**src/rtl/fizzbuzz_pkg.sv**
```systemverilog
// fizzbuzz_pkg: generator flag model and decoder state type shared by the decoder and its bench.
package fizzbuzz_pkg;
  typedef enum logic {FB_HUNT, FB_LOCKED} fb_state_e;
  // Flag triple {fizz, buzz, fb} that the generator emits at index i.
  function automatic logic [2:0] fb_expected(input int i, input int fizz, input int buzz);
    logic f, b;
    f = (i % fizz) == 0;
    b = (i % buzz) == 0;
    return {f, b, f & b};
  endfunction
endpackage

```
**src/rtl/fb_onehot_index.sv**
```systemverilog
// fb_onehot_index: zero / exactly-one / many reduction over a candidate vector plus the set-bit position.
module fb_onehot_index #(
  parameter int N = 100,
  localparam int W = (N > 1) ? $clog2(N) : 1
)(
  input  logic [N-1:0] cand,
  output logic         is_zero,
  output logic         is_onehot,
  output logic [W-1:0] idx
);
  logic many;
  // OR of set positions equals the position whenever exactly one bit is set.
  always_comb begin
    is_zero = 1'b1;
    many = 1'b0;
    idx = '0;
    for (int i = 0; i < N; i++) begin
      many = many | (cand[i] & ~is_zero);
      is_zero = is_zero & ~cand[i];
      idx = idx | (cand[i] ? W'(i) : '0);
    end
    is_onehot = ~is_zero & ~many;
  end
endmodule

```
**src/rtl/fizzbuzz_decoder.sv**
```systemverilog
// fizzbuzz_decoder: recovers the generator index from the fizz/buzz/fb flag stream alone.
module fizzbuzz_decoder
  import fizzbuzz_pkg::*;
#(
  parameter int FIZZ = 3,
  parameter int BUZZ = 5,
  parameter int MAX_CYCLES = 100,
  parameter int ERR_W = 8
)(
  input  logic                          clk,
  input  logic                          reset,
  input  logic                          in_valid,
  input  logic                          in_fizz,
  input  logic                          in_buzz,
  input  logic                          in_fb,
  output logic                          locked,
  output logic [$clog2(MAX_CYCLES)-1:0] index,
  output logic                          err,
  output logic [ERR_W-1:0]              err_count
);
  localparam int IW = $clog2(MAX_CYCLES);
  fb_state_e state;
  logic [MAX_CYCLES-1:0] cand, match, nxt;
  logic nxt_zero, nxt_one;
  logic [IW-1:0] nxt_idx;
  for (genvar i = 0; i < MAX_CYCLES; i++) begin : g_match
    assign match[i] = {in_fizz, in_buzz, in_fb} == fb_expected(i, FIZZ, BUZZ);
  end
  // Rotate by one models i-1 -> i, including the MAX_CYCLES-1 -> 0 wrap.
  assign nxt = {cand[MAX_CYCLES-2:0], cand[MAX_CYCLES-1]} & match;
  fb_onehot_index #(.N(MAX_CYCLES)) u_onehot (
    .cand(nxt),
    .is_zero(nxt_zero),
    .is_onehot(nxt_one),
    .idx(nxt_idx)
  );
  assign locked = state == FB_LOCKED;
  always_ff @(posedge clk) begin
    err <= 1'b0;
    if (reset) begin
      cand <= '1;
      state <= FB_HUNT;
      index <= '0;
      err_count <= '0;
    end else if (in_valid) begin
      cand <= nxt_zero ? '1 : nxt;
      state <= nxt_one ? FB_LOCKED : FB_HUNT;
      index <= nxt_one ? nxt_idx : '0;
      err <= nxt_zero;
      err_count <= err_count + ERR_W'(nxt_zero && err_count != '1);
    end
  end
endmodule

```
**config.mk**
```make
export PLATFORM = sky130hd
export DESIGN_NAME = fizzbuzz_decoder
export DESIGN_NICKNAME = d
export VERILOG_FILES = /design/src/rtl/fizzbuzz_pkg.sv /design/src/rtl/fb_onehot_index.sv /design/src/rtl/fizzbuzz_decoder.sv
export SDC_FILE = /design/constraint.sdc
export NUM_CORES = 1
export LEC_CHECK = 0
export ABC_AREA = 1
export CAP_MARGIN = 0
export CORE_ASPECT_RATIO = 1.5
export CORE_MARGIN = 2
export CORE_UTILIZATION = 56
export DETAILED_ROUTE_END_ITERATION = 6
export PLACE_DENSITY = 0.8
export SYNTH_ARGS = -nofsm -noshare
export SYNTH_HDL_FRONTEND = slang
export SYNTH_SLANG_ARGS = --single-unit
```
**constraint.sdc**
```tcl
create_clock -name clk -period 4.1 [get_ports clk]
set_input_delay 0.82 -clock clk [delete_from_list [all_inputs] [get_ports clk]]
set_output_delay 0.82 -clock clk [all_outputs]
set_load 0.02 [all_outputs]
```
==> results of run 1 <==
tightest hold or removal path, stage by stage, from the launching register on:
cell and delay (ns):
dfxtp_1 0.31, nand2_1 0.06, a21oi_1 0.05
power by group through the flow:
stage                     sequential [mW]  combinational, mW  clock [mW]
after floorplan                      1.27              0.363           0
after global placement               1.28              0.610           0
after detailed placement             1.29              0.621           0
after CTS                            1.26              0.632        1.63
after global routing                 1.27              0.706        1.67
final                                1.26              0.648        1.62
path summary, 6_finish.rpt:
check / startpoint / endpoint / slack [ns]
min reg2reg: index[5] / index[5] / 0.47
max: in_buzz / err_count[6] / 0.29
min: index[5] / index[5] / 0.47
max reg2reg: cand[2] / err_count[6] / 0.72
layout by cell type, fill, tap and decap left out, drive strengths merged, types with 3 or more instances in the layout:
master / instances
a21oi: 108
and3: 3
buf: 197
bufinv: 4
clkbuf: 24
clkdlybuf4s50: 18
clkinv: 8
clkinvlp: 3
dfxtp: 117
inv: 94
nand2: 229
nand3: 55
nand4: 50
nor2: 81
nor3: 12
nor4: 9
o211ai: 96
o21ai: 28
o21bai: 11
area by class of cell:
class                           count  area, um^2  area share (%)
Timing Repair Buffer              218        1757           19.28
Clock buffer                       21       470.5           5.164
Multi-Input combinational cell    699        3797           41.68
Inverter                           98       377.9           4.148
Clock inverter                     11       173.9           1.909
Tap cell                          153       191.4           2.101
Sequential cell                   117        2342           25.71
per-stage QoR:
step / std cells / power (mW) / util [%] / TNS, ns / cell area (um^2)
after floorplan: 969 / 1.637 / - / -0.009728 / 6719
after CTS: 1314 / 3.521 / 76.76 / 0 / 9082
after detailed placement: 1282 / 1.907 / 71.26 / -22.16 / 8432
final: 1317 / 3.537 / 76.99 / 0 / 9110
after global routing: 1317 / 3.650 / 76.99 / 0 / 9110
after global placement: 1282 / 1.893 / 71.26 / -21.61 / 8432
routing by layer:
metal	up-vias	part of all wire, %	track usage [%]
met5	-	0	0
met4	0	6.0	20.67
met3	115	5.2	6.267
met2	324	51	61.53
met1	3585	38	39.32
li1	3720	-	-
kinds of logic after synthesis:
group / count (synthesis) / share of synthesized area, %
buf+inv: 154 / 9.050
fa+ha+maj: 2 / 0.3724
compound gates: 253 / 23.41
flops: 117 / 34.86
simple gates: 443 / 32.31
state kept, by name, summed over array words and instances (netlist names):
register and flops:
err_count 8, locked 1, cand 100, err 1, index 7
timing repair:
action	4_1_cts	5_1_grt
gates resized for setup	6	11
hold buffers	0	0
gates cloned	0	1
endpoints found under the setup margin	12	14
buffers inserted	0	2
pin swaps	0	3
==> impl_metrics.prom, run 1 <==
# TYPE chip_impl_metric gauge
chip_impl_metric{name="finalSetupViolations",unit=""} 0
chip_impl_metric{name="wl_per_cell",unit="um"} 16.88
chip_impl_metric{name="die_area",unit="mm^2"} 0.01291
chip_impl_metric{name="worstHoldPathCells",unit=""} 2
chip_impl_metric{name="grt_pass1_wl",unit="mm"} 36.47
chip_impl_metric{name="ctsLongestPathBuffers",unit=""} 2
chip_impl_metric{name="worstSkewPairLatency",unit="ns"} 0.42
chip_impl_metric{name="floorplan.rows",unit=""} 49
chip_impl_metric{name="dr_total_vias",unit=""} 7744
chip_impl_metric{name="p_clk_share",unit="%"} 45.9
chip_impl_info{name="synth.most_common_cell",value="nand2_1"} 1
chip_impl_metric{name="grt_util_all_layers",unit="%"} 35.28
chip_impl_info{name="cpLargestDelayFamily",value="simple AND/OR/NAND/NOR gates"} 1
chip_impl_metric{name="largest_net_degree_at_the_start_of_global_routing",unit=""} 128
chip_impl_metric{name="worst_hold_slack",unit="ns"} 0.4664
chip_impl_metric{name="max_cap_violations",unit=""} 0
chip_impl_info{name="tritoncts",value="done"} 1
chip_impl_metric{name="dp_slack",unit="ns"} -0.6389
chip_impl_metric{name="first_iteration_detailed_routing_drc_count",unit=""} 545
chip_impl_metric{name="critical_path_peak_fanout",unit=""} 6
chip_impl_metric{name="synth_cell_type_count",unit=""} 41
chip_impl_info{name="synth_area_leaders",value="dfxtp_1 (35%), nand2_1 (12%), o211ai_1 (11%), a21oi_1 (8.0%), inv_1 (5.0%)"} 1
chip_impl_metric{name="post_synthesis_register_bit_count",unit=""} 117
chip_impl_metric{name="worst-path-buf-inv",unit=""} 2
chip_impl_metric{name="number_of_global_route_vias_before_repair",unit=""} 7683
chip_impl_metric{name="crit_required",unit="ns"} 4.37
chip_impl_metric{name="avgSynthCellArea",unit="um^2"} 6.934
chip_impl_info{name="most_common_cell_on_crit_path",value="nor2_4"} 1
chip_impl_metric{name="final.period_utilization",unit="%"} 92.81
chip_impl_metric{name="synth.cell_area",unit="mm^2"} 0.006719
chip_impl_metric{name="worst_r2r_path_depth",unit=""} 25
chip_impl_metric{name="postSynth.asyncResetShare",unit="%"} 0
chip_impl_metric{name="wl",unit="mm"} 22.23
chip_impl_info{name="grt_setup_unrepaired",value="false"} 1
chip_impl_info{name="synth_ff_type",value="dfxtp_1"} 1
chip_impl_metric{name="synth_enable_flop_cells",unit=""} 0
chip_impl_info{name="hold_path.class",value="register to register"} 1
chip_impl_metric{name="port_buffers",unit=""} 22
chip_impl_metric{name="swShare",unit="%"} 27.68
chip_impl_metric{name="final_slew_viol_count",unit=""} 0
chip_impl_metric{name="antenna_violating_nets_left",unit=""} 0
chip_impl_metric{name="cts-htree-levels",unit=""} 4
chip_impl_metric{name="cellPowerDensity",unit="mW/mm^2"} 388.2
chip_impl_info{name="outcome",value="complete, no violations"} 1
chip_impl_metric{name="design.final.nets",unit=""} 1159
chip_impl_metric{name="seq_power_share",unit="%"} 35.7
chip_impl_metric{name="yosysTopAreaCellShare",unit="%"} 34.86
chip_impl_metric{name="worst_slew_margin_rel",unit="%"} 40.31
chip_impl_metric{name="finalWorstPathRequiredPeriod",unit="ns"} 3.805
chip_impl_metric{name="leakage",unit="nW"} 4.412
chip_impl_info{name="startpoint_type",value="input pin"} 1
chip_impl_metric{name="place_congestion",unit=""} 0.9595
chip_impl_metric{name="drc_errors",unit=""} 0
chip_impl_metric{name="first_pass_iters",unit=""} 5
chip_impl_metric{name="clock_transition_at_the_registers_of_the_reported_paths",unit="ns"} 0.05
chip_impl_metric{name="synthCells",unit=""} 969
chip_impl_metric{name="cts_inserted_buffers",unit=""} 17
chip_impl_metric{name="worst-path-stages",unit=""} 27
chip_impl_metric{name="antenna-diode-count",unit=""} 0
chip_impl_metric{name="die_h",unit="um"} 138.2
chip_impl_metric{name="fmaxAchievable",unit="GHz"} 0.2628
chip_impl_metric{name="design.portCount",unit=""} 23
chip_impl_metric{name="max_slew.worst_pin.slew",unit="ns"} 0.8953
chip_impl_metric{name="combPwrFrac",unit="%"} 18.3
chip_impl_metric{name="setup_ws",unit="ns"} 0.2949
chip_impl_metric{name="area_overhead_vs_synth",unit="%"} 35.59
chip_impl_metric{name="post_route_cells_drive_above_1_share",unit="%"} 24.05
chip_impl_metric{name="cts_num_sinks",unit=""} 117
chip_impl_metric{name="internal-power",unit="mW"} 2.558
chip_impl_metric{name="yosysWarnings",unit=""} 0
chip_impl_metric{name="layout.filler_cells",unit=""} 841
chip_impl_info{name="cts_root_buffer",value="clkbuf_16"} 1
chip_impl_metric{name="largest_vdd_supply_drop",unit="V"} 0.0003810
chip_impl_metric{name="die_width",unit="um"} 93.44
chip_impl_metric{name="vias_per_cell",unit=""} 5.880
chip_impl_metric{name="critical_path.max_stage_delay",unit="ns"} 0.19
chip_impl_metric{name="floorplan.core_area",unit="mm^2"} 0.01183
chip_impl_metric{name="antenna_found_initial",unit=""} 0
chip_impl_metric{name="finClkSkew",unit="ns"} 0.01207
chip_impl_metric{name="grt_remaining_overflow",unit=""} 0
chip_impl_metric{name="synth.net_count",unit=""} 977
chip_impl_info{name="leading_post_synthesis_cells_by_instance_count",value="nand2_1 (221), dfxtp_1 (117), a21oi_1 (108)"} 1
chip_impl_info{name="crit_slowest_cell",value="buf_4"} 1
chip_impl_metric{name="hpwlAfterDp",unit="mm"} 15.46
chip_impl_info{name="worstSetupEndpointType",value="register"} 1
chip_impl_metric{name="synth-seq-area-share",unit="%"} 34.86
chip_impl_metric{name="critical_path_arrival",unit="ns"} 4.07
chip_impl_metric{name="power_switching",unit="uW"} 979.1
chip_impl_metric{name="report.final.hold_viol_count",unit=""} 0
chip_impl_metric{name="initial_cell_density_of_the_core",unit="%"} 56.78
chip_impl_info{name="worst-setup-path-type",value="input pin to register"} 1
chip_impl_info{name="netlist.top_cell.by_area",value="dfxtp_1"} 1
No activity file was read; power rests on OpenSTA's default activity.
==> run 2, diff against run 1 <==
--- a/config.mk
+++ b/config.mk
@@ -11,6 +11,7 @@
 export CORE_MARGIN = 2
 export CORE_UTILIZATION = 56
 export DETAILED_ROUTE_END_ITERATION = 6
+export MAX_ROUTING_LAYER = met4
 export PLACE_DENSITY = 0.8
 export SYNTH_ARGS = -nofsm -noshare
 export SYNTH_HDL_FRONTEND = slang
==> impl_metrics.prom, run 2 (same netlist as run 1, synthesis figures left out) <==
# TYPE chip_impl_metric gauge
chip_impl_info{name="outcome",value="complete, but fails checks"} 1
chip_impl_info{name="failed_checks",value="DRC"} 1
chip_impl_metric{name="critical_path_peak_fanout",unit=""} 8
chip_impl_metric{name="place_congestion",unit=""} 0.9756
chip_impl_metric{name="vias_per_cell",unit=""} 5.913
chip_impl_metric{name="drc_errors",unit=""} 1
chip_impl_metric{name="initial_cell_density_of_the_core",unit="%"} 56.78
chip_impl_metric{name="worstSkewPairLatency",unit="ns"} 0.42
chip_impl_metric{name="number_of_flip_flops_under_the_largest_register_name",unit=""} 100
chip_impl_metric{name="finalWorstPathRequiredPeriod",unit="ns"} 3.789
chip_impl_info{name="top_regs",value="cand x100, err_count x8, index x7"} 1
chip_impl_metric{name="die_width",unit="um"} 93.44
chip_impl_info{name="tritoncts",value="done"} 1
chip_impl_metric{name="die_area",unit="mm^2"} 0.01291
chip_impl_metric{name="crit_required",unit="ns"} 4.44
chip_impl_info{name="worstSetupEndpointType",value="register"} 1
chip_impl_metric{name="grt_remaining_overflow",unit=""} 0
chip_impl_metric{name="post_route_cells_drive_above_1_share",unit="%"} 25.36
chip_impl_metric{name="floorplan.core_area",unit="mm^2"} 0.01183
chip_impl_metric{name="first_pass_iters",unit=""} 7
chip_impl_metric{name="finalSetupViolations",unit=""} 0
chip_impl_metric{name="fmaxAchievable",unit="GHz"} 0.2639
chip_impl_info{name="cts_root_buffer",value="clkbuf_16"} 1
chip_impl_metric{name="design.final.nets",unit=""} 1166
chip_impl_metric{name="design.portCount",unit=""} 23
chip_impl_metric{name="critical_path.max_stage_delay",unit="ns"} 0.24
chip_impl_metric{name="cts_num_sinks",unit=""} 117
chip_impl_metric{name="antenna-diode-count",unit=""} 0
chip_impl_metric{name="number_of_global_route_vias_before_repair",unit=""} 7902
chip_impl_metric{name="wl_per_cell",unit="um"} 17.10
chip_impl_info{name="hold_path.class",value="register to register"} 1
chip_impl_metric{name="cts-htree-levels",unit=""} 4
chip_impl_metric{name="finish.instance_area",unit="mm^2"} 0.009107
chip_impl_info{name="largest_register",value="cand"} 1
chip_impl_info{name="worst-setup-path-type",value="input pin to register"} 1
chip_impl_info{name="commonest_cells_after_routing_fill_and_taps_aside",value="nand2_1 (217), buf_4 (197), dfxtp_1 (117)"} 1
chip_impl_metric{name="grt_pass1_wl",unit="mm"} 36.89
chip_impl_metric{name="worst_slew_margin_rel",unit="%"} 41.53
chip_impl_metric{name="ctsLongestPathBuffers",unit=""} 2
chip_impl_metric{name="critical_path_arrival",unit="ns"} 4.13
chip_impl_metric{name="floorplan.rows",unit=""} 49
chip_impl_metric{name="dr_total_vias",unit=""} 7829
chip_impl_metric{name="routedLengthMet1",unit="mm"} 8.403
chip_impl_metric{name="area_overhead_vs_synth",unit="%"} 35.55
chip_impl_metric{name="leakage",unit="nW"} 4.405
chip_impl_metric{name="cellPowerDensity",unit="mW/mm^2"} 368.9
chip_impl_metric{name="detailroute.wirelength.met3",unit="mm"} 1.300
chip_impl_metric{name="hpwlAfterDp",unit="mm"} 15.94
chip_impl_metric{name="wl",unit="mm"} 22.64
chip_impl_metric{name="max_slew.worst_pin.slew",unit="ns"} 0.8771
chip_impl_metric{name="cts_inserted_buffers",unit=""} 17
chip_impl_metric{name="report.final.hold_viol_count",unit=""} 0
chip_impl_info{name="most_common_cell_on_crit_path",value="nor2_1"} 1
chip_impl_metric{name="max_cap_violations",unit=""} 0
chip_impl_metric{name="finClkSkew",unit="ns"} 0.01022
chip_impl_metric{name="grt_util_all_layers",unit="%"} 36.80
chip_impl_info{name="maxUsedRoutingLayer",value="met4"} 1
chip_impl_metric{name="clock_transition_at_the_registers_of_the_reported_paths",unit="ns"} 0.06
chip_impl_info{name="mostFrequentLayoutCell",value="nand2_1"} 1
chip_impl_info{name="grt_setup_unrepaired",value="false"} 1
chip_impl_metric{name="wl_met2",unit="mm"} 11.40
chip_impl_info{name="crit_slowest_cell",value="o21ai_0"} 1
chip_impl_metric{name="totalNegativeSetupSlack",unit="ns"} 0
chip_impl_metric{name="final_slew_viol_count",unit=""} 0
chip_impl_metric{name="largest_vdd_supply_drop",unit="V"} 0.0002973
chip_impl_metric{name="first_iteration_detailed_routing_drc_count",unit=""} 638
chip_impl_metric{name="largest_net_degree_at_the_start_of_global_routing",unit=""} 129
chip_impl_metric{name="final_core_util",unit="%"} 76.97
chip_impl_metric{name="postPlaceCellArea",unit="mm^2"} 0.008479
chip_impl_metric{name="die_h",unit="um"} 138.2
chip_impl_metric{name="port_buffers",unit=""} 22
chip_impl_metric{name="antenna_violating_nets_left",unit=""} 0
chip_impl_metric{name="final.period_utilization",unit="%"} 92.42
chip_impl_metric{name="antenna_found_initial",unit=""} 0
chip_impl_info{name="startpoint_type",value="input pin"} 1
[run 2: cell types whose count changed in the layout (fill, tap and decap cells not counted), moves of 2 or more]
cell | before | now
buf_4 | 189 | 197
bufinv_16 | 4 | 1
clkinv_2 | 1 | 3
clkinv_4 | 4 | 2
nand2_1 | 220 | 217
nand2_2 | 5 | 8
nor2_1 | 63 | 59
nor2_2 | 6 | 10
nor3b_1 | 2 | 0
nor3b_2 | 0 | 2
[run 2: critical path, delay by kind of cell]
family / cells / cell delay, ns
compound gates: 2 / 0.39
simple gates: 20 / 2.40
buf+inv: 3 / 0.50
[run 2: worst paths after layout]
kind | start | slack, ns | depth (start not counted) | end
worst max-delay path | in_fb | 0.31 | 25 | index[1]
worst min-delay path | index[4] | 0.48 | 2 | index[4]
worst max register to register | cand[5] | 0.73 | 23 | index[1]
worst min register to register | index[4] | 0.48 | 2 | index[4]
[run 2: repair_timing]
action	in CTS	in global routing
pin swaps	1	3
buffers inserted	0	0
cloned	1	1
hold buffers	0	0
setup endpoints to repair	9	11
gates resized for setup	7	19
[run 2: routing by layer]
layer,up-vias,GRT usage [%]
li1,3740,-
met1,3581,40.08
met2,373,60.66
met3,135,5.559
met4,0,25.08
met5,-,-
[run 2: final cells by class]
class / count / area (um^2)
inverter: 98 / 375.4
fill: 822 / 2725
multi-input combinational: 699 / 3836
tap: 153 / 191.4
clock inverter: 11 / 101.3
timing repair buffer: 225 / 1790
sequential: 117 / 2342
clock buffer: 21 / 470.5
[run 2: per-stage QoR]
stage               worst slack [ns]  total power [mW]  hold slack [ns]  cells
floorplan                  -0.009728             1.637           0.4388    969
global placement             -0.3841             1.901           0.4566   1290
detailed placement           -0.5077             1.917           0.4658   1290
CTS                           0.1062             3.340           0.4766   1323
global route                 0.02223             3.464           0.4958   1324
finish                        0.3109             3.360           0.4750   1324
[run 2: power by group]
part,internal [mW],switching [mW],leakage (nW)
sequential,1.22,0.0492,0.977
clock,0.880,0.557,0.271
combinational,0.279,0.377,3.16
